$ cat src/rtl/edge_accel_ctrl_v2.sv
// edge_accel_ctrl_v2: Avalon-MM register file plus pixel engine that streams
// WIDTH*HEIGHT pixels from SRC_BASE, applies copy/invert/threshold, writes to DST_BASE.
// Optional feature macro: EDGE_ACCEL_IRQ_EN (adds irq port and IRQ_EN register 11).
// Ports:
//   csi_clock_clk / csi_clock_reset : clock, synchronous active-high reset
//   avs_avalonslave_*               : register slave (address, read, write, readdata, writedata, waitrequest=0)
//   avm_avalonmaster_*              : pixel master (address, read, write, readdata, writedata, waitrequest)
//   irq                             : level interrupt, only with EDGE_ACCEL_IRQ_EN
module edge_accel_ctrl_v2 #(
    parameter int AVS_DATA_W = 16,
    parameter int AVS_ADDR_W = 4,
    parameter int AVM_DATA_W = 8,
    parameter int AVM_ADDR_W = 32
) (
    input  logic                  csi_clock_clk,
    input  logic                  csi_clock_reset,
    input  logic [AVS_ADDR_W-1:0] avs_avalonslave_address,
    output logic                  avs_avalonslave_waitrequest,
    input  logic                  avs_avalonslave_read,
    input  logic                  avs_avalonslave_write,
    output logic [AVS_DATA_W-1:0] avs_avalonslave_readdata,
    input  logic [AVS_DATA_W-1:0] avs_avalonslave_writedata,
    output logic [AVM_ADDR_W-1:0] avm_avalonmaster_address,
    input  logic                  avm_avalonmaster_waitrequest,
    output logic                  avm_avalonmaster_read,
    output logic                  avm_avalonmaster_write,
    input  logic [AVM_DATA_W-1:0] avm_avalonmaster_readdata,
    output logic [AVM_DATA_W-1:0] avm_avalonmaster_writedata
`ifdef EDGE_ACCEL_IRQ_EN
    ,
    output logic                  irq
`endif
);
    typedef enum logic [1:0] {S_IDLE, S_RD, S_WR} state_t;

    localparam logic [31:0] BYTES = 32'(AVM_DATA_W / 8);

    state_t                state_q, state_d;
    logic [1:0]            mode_q, mode_d, job_mode_q, job_mode_d;
    logic                  done_q, done_d, aborted_q, aborted_d, abort_pend_q, abort_pend_d;
    logic [31:0]           src_q, src_d, dst_q, dst_d, pix_done_q, pix_done_d, idx_q, idx_d;
    logic [15:0]           width_q, width_d, height_q, height_d, thresh_q, thresh_d;
    logic [AVM_DATA_W-1:0] wdata_q, wdata_d;

    logic [15:0]           we;
    logic [15:0]           wd;
    logic                  busy, go, abort_req, cfg_we, done_set, ab_set;
    logic [1:0]            w1c;
    logic [31:0]           total, off;
    logic [AVM_DATA_W-1:0] thr, proc, pix;
    logic [AVS_DATA_W-1:0] rdata;
    logic                  unused;

    assign wd = avs_avalonslave_writedata;
    assign busy = state_q != S_IDLE;
    assign we = avs_avalonslave_write ? 16'(1) << avs_avalonslave_address : 16'h0;
    assign unused = &{1'b0, avs_avalonslave_read, we, thresh_q};

    always_ff @(posedge csi_clock_clk) begin
        if (csi_clock_reset) begin
            state_q      <= S_IDLE;
            mode_q       <= '0;
            job_mode_q   <= '0;
            done_q       <= 1'b0;
            aborted_q    <= 1'b0;
            abort_pend_q <= 1'b0;
            src_q        <= '0;
            dst_q        <= '0;
            pix_done_q   <= '0;
            idx_q        <= '0;
            width_q      <= '0;
            height_q     <= '0;
            thresh_q     <= '0;
            wdata_q      <= '0;
        end else begin
            state_q      <= state_d;
            mode_q       <= mode_d;
            job_mode_q   <= job_mode_d;
            done_q       <= done_d;
            aborted_q    <= aborted_d;
            abort_pend_q <= abort_pend_d;
            src_q        <= src_d;
            dst_q        <= dst_d;
            pix_done_q   <= pix_done_d;
            idx_q        <= idx_d;
            width_q      <= width_d;
            height_q     <= height_d;
            thresh_q     <= thresh_d;
            wdata_q      <= wdata_d;
        end
    end

    always_comb begin
        cfg_we    = !busy;
        mode_d    = we[0] ? wd[3:2] : mode_q;
        go        = we[0] & wd[0] & ~wd[1];
        abort_req = we[0] & wd[1] & busy;
        w1c       = we[1] ? wd[2:1] : 2'b00;
        src_d     = src_q;
        dst_d     = dst_q;
        if (cfg_we && we[2]) src_d[15:0]  = wd;
        if (cfg_we && we[3]) src_d[31:16] = wd;
        if (cfg_we && we[4]) dst_d[15:0]  = wd;
        if (cfg_we && we[5]) dst_d[31:16] = wd;
        width_d  = (cfg_we && we[6]) ? wd : width_q;
        height_d = (cfg_we && we[7]) ? wd : height_q;
        thresh_d = (cfg_we && we[8]) ? wd : thresh_q;
        total    = {16'h0, width_q} * {16'h0, height_q};
        thr      = AVM_DATA_W'(thresh_q);
        pix      = avm_avalonmaster_readdata;
        proc     = job_mode_q == 2'd1 ? ~pix : job_mode_q == 2'd2 ? ((pix >= thr) ? '1 : '0) : pix;
        state_d      = state_q;
        idx_d        = idx_q;
        pix_done_d   = pix_done_q;
        wdata_d      = wdata_q;
        job_mode_d   = job_mode_q;
        abort_pend_d = abort_pend_q | abort_req;
        done_set     = 1'b0;
        ab_set       = 1'b0;
        case (state_q)
            S_IDLE: if (go) begin
                if (total == 32'd0) done_set = 1'b1;
                else begin
                    state_d      = S_RD;
                    idx_d        = '0;
                    pix_done_d   = '0;
                    job_mode_d   = mode_d;
                    abort_pend_d = 1'b0;
                end
            end
            S_RD: if (!avm_avalonmaster_waitrequest) begin
                wdata_d = proc;
                ab_set  = abort_pend_d;
                state_d = abort_pend_d ? S_IDLE : S_WR;
            end
            S_WR: if (!avm_avalonmaster_waitrequest) begin
                idx_d      = idx_q + 32'd1;
                pix_done_d = pix_done_q + 32'd1;
                ab_set     = abort_pend_d;
                done_set   = !abort_pend_d && idx_d == total;
                state_d    = (abort_pend_d || idx_d == total) ? S_IDLE : S_RD;
            end
            default: state_d = S_IDLE;
        endcase
        // a pending abort only lives for the job it was raised in
        if (state_d == S_IDLE) abort_pend_d = 1'b0;
        // set beats a same-cycle W1C
        done_d    = (done_q & ~w1c[0]) | done_set;
        aborted_d = (aborted_q & ~w1c[1]) | ab_set;
    end

    always_comb begin
        off                      = idx_q * BYTES;
        avm_avalonmaster_read    = state_q == S_RD;
        avm_avalonmaster_write   = state_q == S_WR;
        avm_avalonmaster_address = avm_avalonmaster_read  ? AVM_ADDR_W'(src_q + off) :
                                   avm_avalonmaster_write ? AVM_ADDR_W'(dst_q + off) : '0;
    end

    assign avm_avalonmaster_writedata  = wdata_q;
    assign avs_avalonslave_waitrequest = 1'b0;

`ifdef EDGE_ACCEL_IRQ_EN
    logic [1:0] irq_en_q, irq_en_d;
    logic       irq_q, irq_d;

    always_comb begin
        irq_en_d = we[11] ? wd[1:0] : irq_en_q;
        // built from next-state values so irq moves on the same edge as the status bits
        irq_d    = (done_d & irq_en_d[0]) | (aborted_d & irq_en_d[1]);
    end

    always_ff @(posedge csi_clock_clk) begin
        if (csi_clock_reset) begin
            irq_en_q <= '0;
            irq_q    <= 1'b0;
        end else begin
            irq_en_q <= irq_en_d;
            irq_q    <= irq_d;
        end
    end

    assign irq = irq_q;
`endif

    always_comb begin
        rdata = '0;
        case (int'(avs_avalonslave_address))
            0:  rdata = {12'h0, mode_q, 2'b00};
            1:  rdata = {13'h0, aborted_q, done_q, busy};
            2:  rdata = src_q[15:0];
            3:  rdata = src_q[31:16];
            4:  rdata = dst_q[15:0];
            5:  rdata = dst_q[31:16];
            6:  rdata = width_q;
            7:  rdata = height_q;
            8:  rdata = thresh_q;
            9:  rdata = pix_done_q[15:0];
            10: rdata = pix_done_q[31:16];
`ifdef EDGE_ACCEL_IRQ_EN
            11: rdata = {14'h0, irq_en_q};
`endif
            default: rdata = '0;
        endcase
    end

    assign avs_avalonslave_readdata = rdata;
endmodule

$ cat config.mk
export PLATFORM = sky130hd
export DESIGN_NAME = edge_accel_ctrl_v2
export DESIGN_NICKNAME = d
export VERILOG_FILES = /design/src/rtl/edge_accel_ctrl_v2.sv
export SDC_FILE = /design/constraint.sdc
export NUM_CORES = 1
export LEC_CHECK = 0
export ABC_AREA = 1
export BUFFER_PORTS_ARGS = -buffer_cell sky130_fd_sc_hd__buf_2
export CORE_MARGIN = 5
export CORE_UTILIZATION = 60
export DETAILED_ROUTE_END_ITERATION = 8
export PLACE_DENSITY = 0.79
export SYNTH_ARGS = -nofsm -noshare
export SYNTH_HDL_FRONTEND = slang
export SYNTH_SLANG_ARGS = --single-unit
export TNS_END_PERCENT = 1
$ cat constraint.sdc
create_clock -name csi_clock_clk -period 10.3 [get_ports csi_clock_clk]
set_input_delay 0.515 -clock csi_clock_clk [delete_from_list [all_inputs] [get_ports csi_clock_clk]]
set_output_delay 0.515 -clock csi_clock_clk [all_outputs]
set_load 0.005 [all_outputs]
==> impl_metrics.json <==
{
  "status": "finished clean",
  "grt_overflow_total": 0,
  "power_frac_comb_pct": 6.8,
  "grt_max_degree": 86,
  "netSwitchingPower_w": 0.000488,
  "cts_sinks": 193,
  "cp_top_family": "adder cells",
  "dp_hpwl_microns": 61400,
  "drv_slew": 0,
  "final_layout_size_suffix_gt1_share_pct": 4.68,
  "num_antenna_cells": 0,
  "pwr-share-seq_pct": 47.9,
  "drtAntennaViolNets": 0,
  "period_share_pct": 77.3,
  "finalNonFillerCells": 4021,
  "worstMarginPinSlew_ns": 1.23,
  "start_util_pct": 60.2,
  "leakage_nw": 11.4,
  "cp.arrival_ns": 8.36,
  "layout.nets": 3899,
  "rrSetupSlack_ns": 2.33,
  "placedCellCount": 3989,
  "post-route-drc-count": 0,
  "grt_pass1_wl_microns": 121000,
  "wl_per_cell_microns": 19.3,
  "cts_max_level": 4,
  "port-buffer-count": 89,
  "finalHoldViolations": 0,
  "critical_path.slowest_cell": "inv_1",
  "syn_nets": 3923,
  "clock_latency_ns": 0.47,
  "criticalPathCategory": "reg -> reg",
  "first_global_vias": 22500,
  "routed_wl_microns": 77500,
  "io_pins": 92,
  "rows": 72,
  "drv_cap": 0,
  "cts_made_buffers": 17,
  "startpoint_type": "flop",
  "first_pass_iters": 9,
  "path_common_cell": "nand2_1",
  "fp.coreArea_sq_mm": 0.0384,
  "required_ns": 10.70,
  "peakVddDrop_mv": 0.175,
  "antenna_found_initial": 0,
  "cp_max_fo": 30,
  "ys_types": 52,
  "yosysTopAreaCell": "fa_1",
  "rsz0062_at_grt": "no",
  "drt-initial-drc-count": 2461,
  "grtUsageTotal_pct": 36.5,
  "n_fill_cell": 3605,
  "swShare_pct": 30.2,
  "syn_inst": 3514,
  "min_path_type": "in -> reg",
  "die_area_sq_mm": 0.0426,
  "fin_crit_ns": 7.97,
  "cts_tree": "yes",
  "utilization_pct": 63.4,
  "endpoint_kind": "flop",
  "pwr-share-clk_pct": 45.3,
  "max_stage_delay_ns": 0.98,
  "yosys_warnings": 0,
  "synth_area_per_cell_sq_um": 6.58,
  "fin_skew_ns": 0.00969,
  "post_cts_buffers": 0,
  "max_freq_mhz": 126,
  "synth_area_sq_mm": 0.0231,
  "seq_area_frac_synth_pct": 16.7,
  "cts_buffer_depth": 2,
  "maxSlewHeadroom_pct": 18.2,
  "setup-violations-final": 0,
  "p_per_area_mw_per_mm2": 66.5,
  "synth_top_area_share_pct": 17.0,
  "syn_to_final_growth_pct": 5.26,
  "num_vias": 23500,
  "cts.reportedPaths.clkPinSlew_ns": 0.09,
  "die_h_microns": 206,
  "postCtsResizedCells": 0,
  "ys_top_cells_by_area": "fa_1, dfxtp_1, nand2_1",
  "final.setup.tns_ns": 0,
  "synth-seq-cells": 193,
  "die_w_microns": 206,
  "cts_root_buffer": "clkbuf_16",
  "viasPerCell": 5.85,
  "worstPathBufferInverterCount": 4,
  "place.gp.congestion": 0.981,
  "p_int_w": 0.00113,
  "holdBufCountCts": 0
}
==> power by group through the flow <==
stage	clock network (W)	logic, W	registers, W
floorplan	0	0.0000739	0.000775
global placement	0	0.000102	0.000792
detailed placement	0	0.000105	0.000792
CTS	0.000733	0.000106	0.000774
global route	0.000770	0.000118	0.000776
finish	0.000733	0.000109	0.000775
==> state kept, by name, indices dropped and copies added (netlist names) <==
register / cells
pix_done_q: 32
state_q: 2
job_mode_q: 2
aborted_q: 1
mode_q: 2
avm_avalonmaster_writedata: 8
thresh_q: 16
height_q: 16
dst_q: 32
width_q: 16
abort_pend_q: 1
idx_q: 32
src_q: 32
done_q: 1
==> per-stage QoR <==
| stage | setup slack, ns | hold WS [ns] | power, W | area, sq um |
|---|---|---|---|---|
| floorplan | 4.20 | 0.430 | 0.000849 | 23100 |
| global placement | 2.54 | 0.439 | 0.000894 | 23700 |
| detailed placement | 2.45 | 0.448 | 0.000897 | 23700 |
| CTS | 2.41 | 0.355 | 0.00161 | 24300 |
| global route | 1.83 | 0.367 | 0.00166 | 24300 |
| finish | 2.33 | 0.366 | 0.00162 | 24300 |
==> per-layer routing <==
| metal | track usage, % | wire (microns) |
|---|---|---|
| met1 | 47.7 | 30900 |
| met2 | 60.3 | 35500 |
| met3 | 6.72 | 7660 |
| met4 | 14.2 | 3380 |
| met5 | 0 | 0 |
==> cell families after synthesis <==
kind of cell    synth area share [%]
xor+xnor                        2.24
buf+inv                         13.0
flops                           16.7
other cells                   0.0162
fa+ha+maj                       26.7
compound gates                  14.9
simple gates                    26.4
==> cells in the mapped netlist, drive strengths merged <==
cell type,count
dfxtp,193
clkbuf,119
o31ai,8
buf,23
nand2b,1
xor2,30
o221ai,2
and2,9
fa,196
nor3b,3
o22ai,36
nor4,8
or4,1
o21a,10
ha,180
o2111ai,3
o21ai,179
a211oi,1
conb,1
a221oi,29
or2,11
nor3,31
xnor2,29
o211ai,10
nor2,226
a22oi,1
a2111oi,2
inv,639
nand2,978
a22o,1
clkinv,2
a21boi,6
nand3b,11
o21bai,6
a21oi,293
a31oi,21
nand3,164
nand4,39
a21o,12
==> path summary, 6_finish.rpt <==
path / from / cells past startpoint / to
setup / recovery: height_q[1] / 30 / idx_q[29]
hold / removal: avm_avalonmaster_readdata[3] / 3 / avm_avalonmaster_writedata[3]
setup reg to reg: height_q[1] / 30 / idx_q[29]
hold reg to reg: thresh_q[14] / 2 / thresh_q[14]
==> placed cells by master, fill, tap and decap left out, types with 3 or more instances in the layout <==
| cell | n |
|---|---|
| nand2_1 | 972 |
| inv_1 | 634 |
| a21oi_1 | 292 |
| nor2_1 | 222 |
| fa_1 | 196 |
| dfxtp_1 | 193 |
| ha_1 | 180 |
| o21ai_0 | 177 |
| nand3_1 | 159 |
| buf_2 | 89 |
| nand4_1 | 39 |
| o22ai_1 | 36 |
| nor3_1 | 30 |
| xor2_1 | 30 |
| a221oi_1 | 29 |
| xnor2_1 | 29 |
| a31oi_1 | 21 |
| clkbuf_16 | 17 |
| a21o_1 | 12 |
| nand3b_1 | 11 |
| o211ai_1 | 10 |
| o21a_1 | 10 |
| or2_2 | 10 |
| buf_4 | 10 |
| and2_1 | 9 |
| o31ai_1 | 8 |
| nor4_1 | 8 |
| o21bai_1 | 6 |
| a21boi_0 | 6 |
| inv_12 | 6 |
| inv_2 | 5 |
| nand3_2 | 5 |
| nand2_2 | 5 |
| nor2_2 | 4 |
| clkinv_8 | 4 |
| o2111ai_1 | 3 |
| nor3b_1 | 3 |
==> layout make-up <==
| cell class | count | area, sq um | area share (%) |
|---|---|---|---|
| Multi-Input combinational cell | 2538 | 16200 | 66.8 |
| Sequential cell | 193 | 3860 | 15.9 |
| Inverter | 641 | 2410 | 9.89 |
| Tap cell | 518 | 648 | 2.66 |
| Timing Repair Buffer | 99 | 520 | 2.14 |
| Clock buffer | 17 | 425 | 1.75 |
| Clock inverter | 15 | 223 | 0.915 |
==> worst reg2reg max path: cells and delay by family (launching register included) <==
family / cells / cell delay [ns]
flip-flops: 1 / 0.90
buffers and inverters: 4 / 1.15
AO/OA/AOI/OAI: 2 / 0.35
AND/OR/NAND/NOR: 17 / 2.03
adder cells (fa/ha/maj): 7 / 3.49
Note: power is estimated with default switching activity, not from simulation.
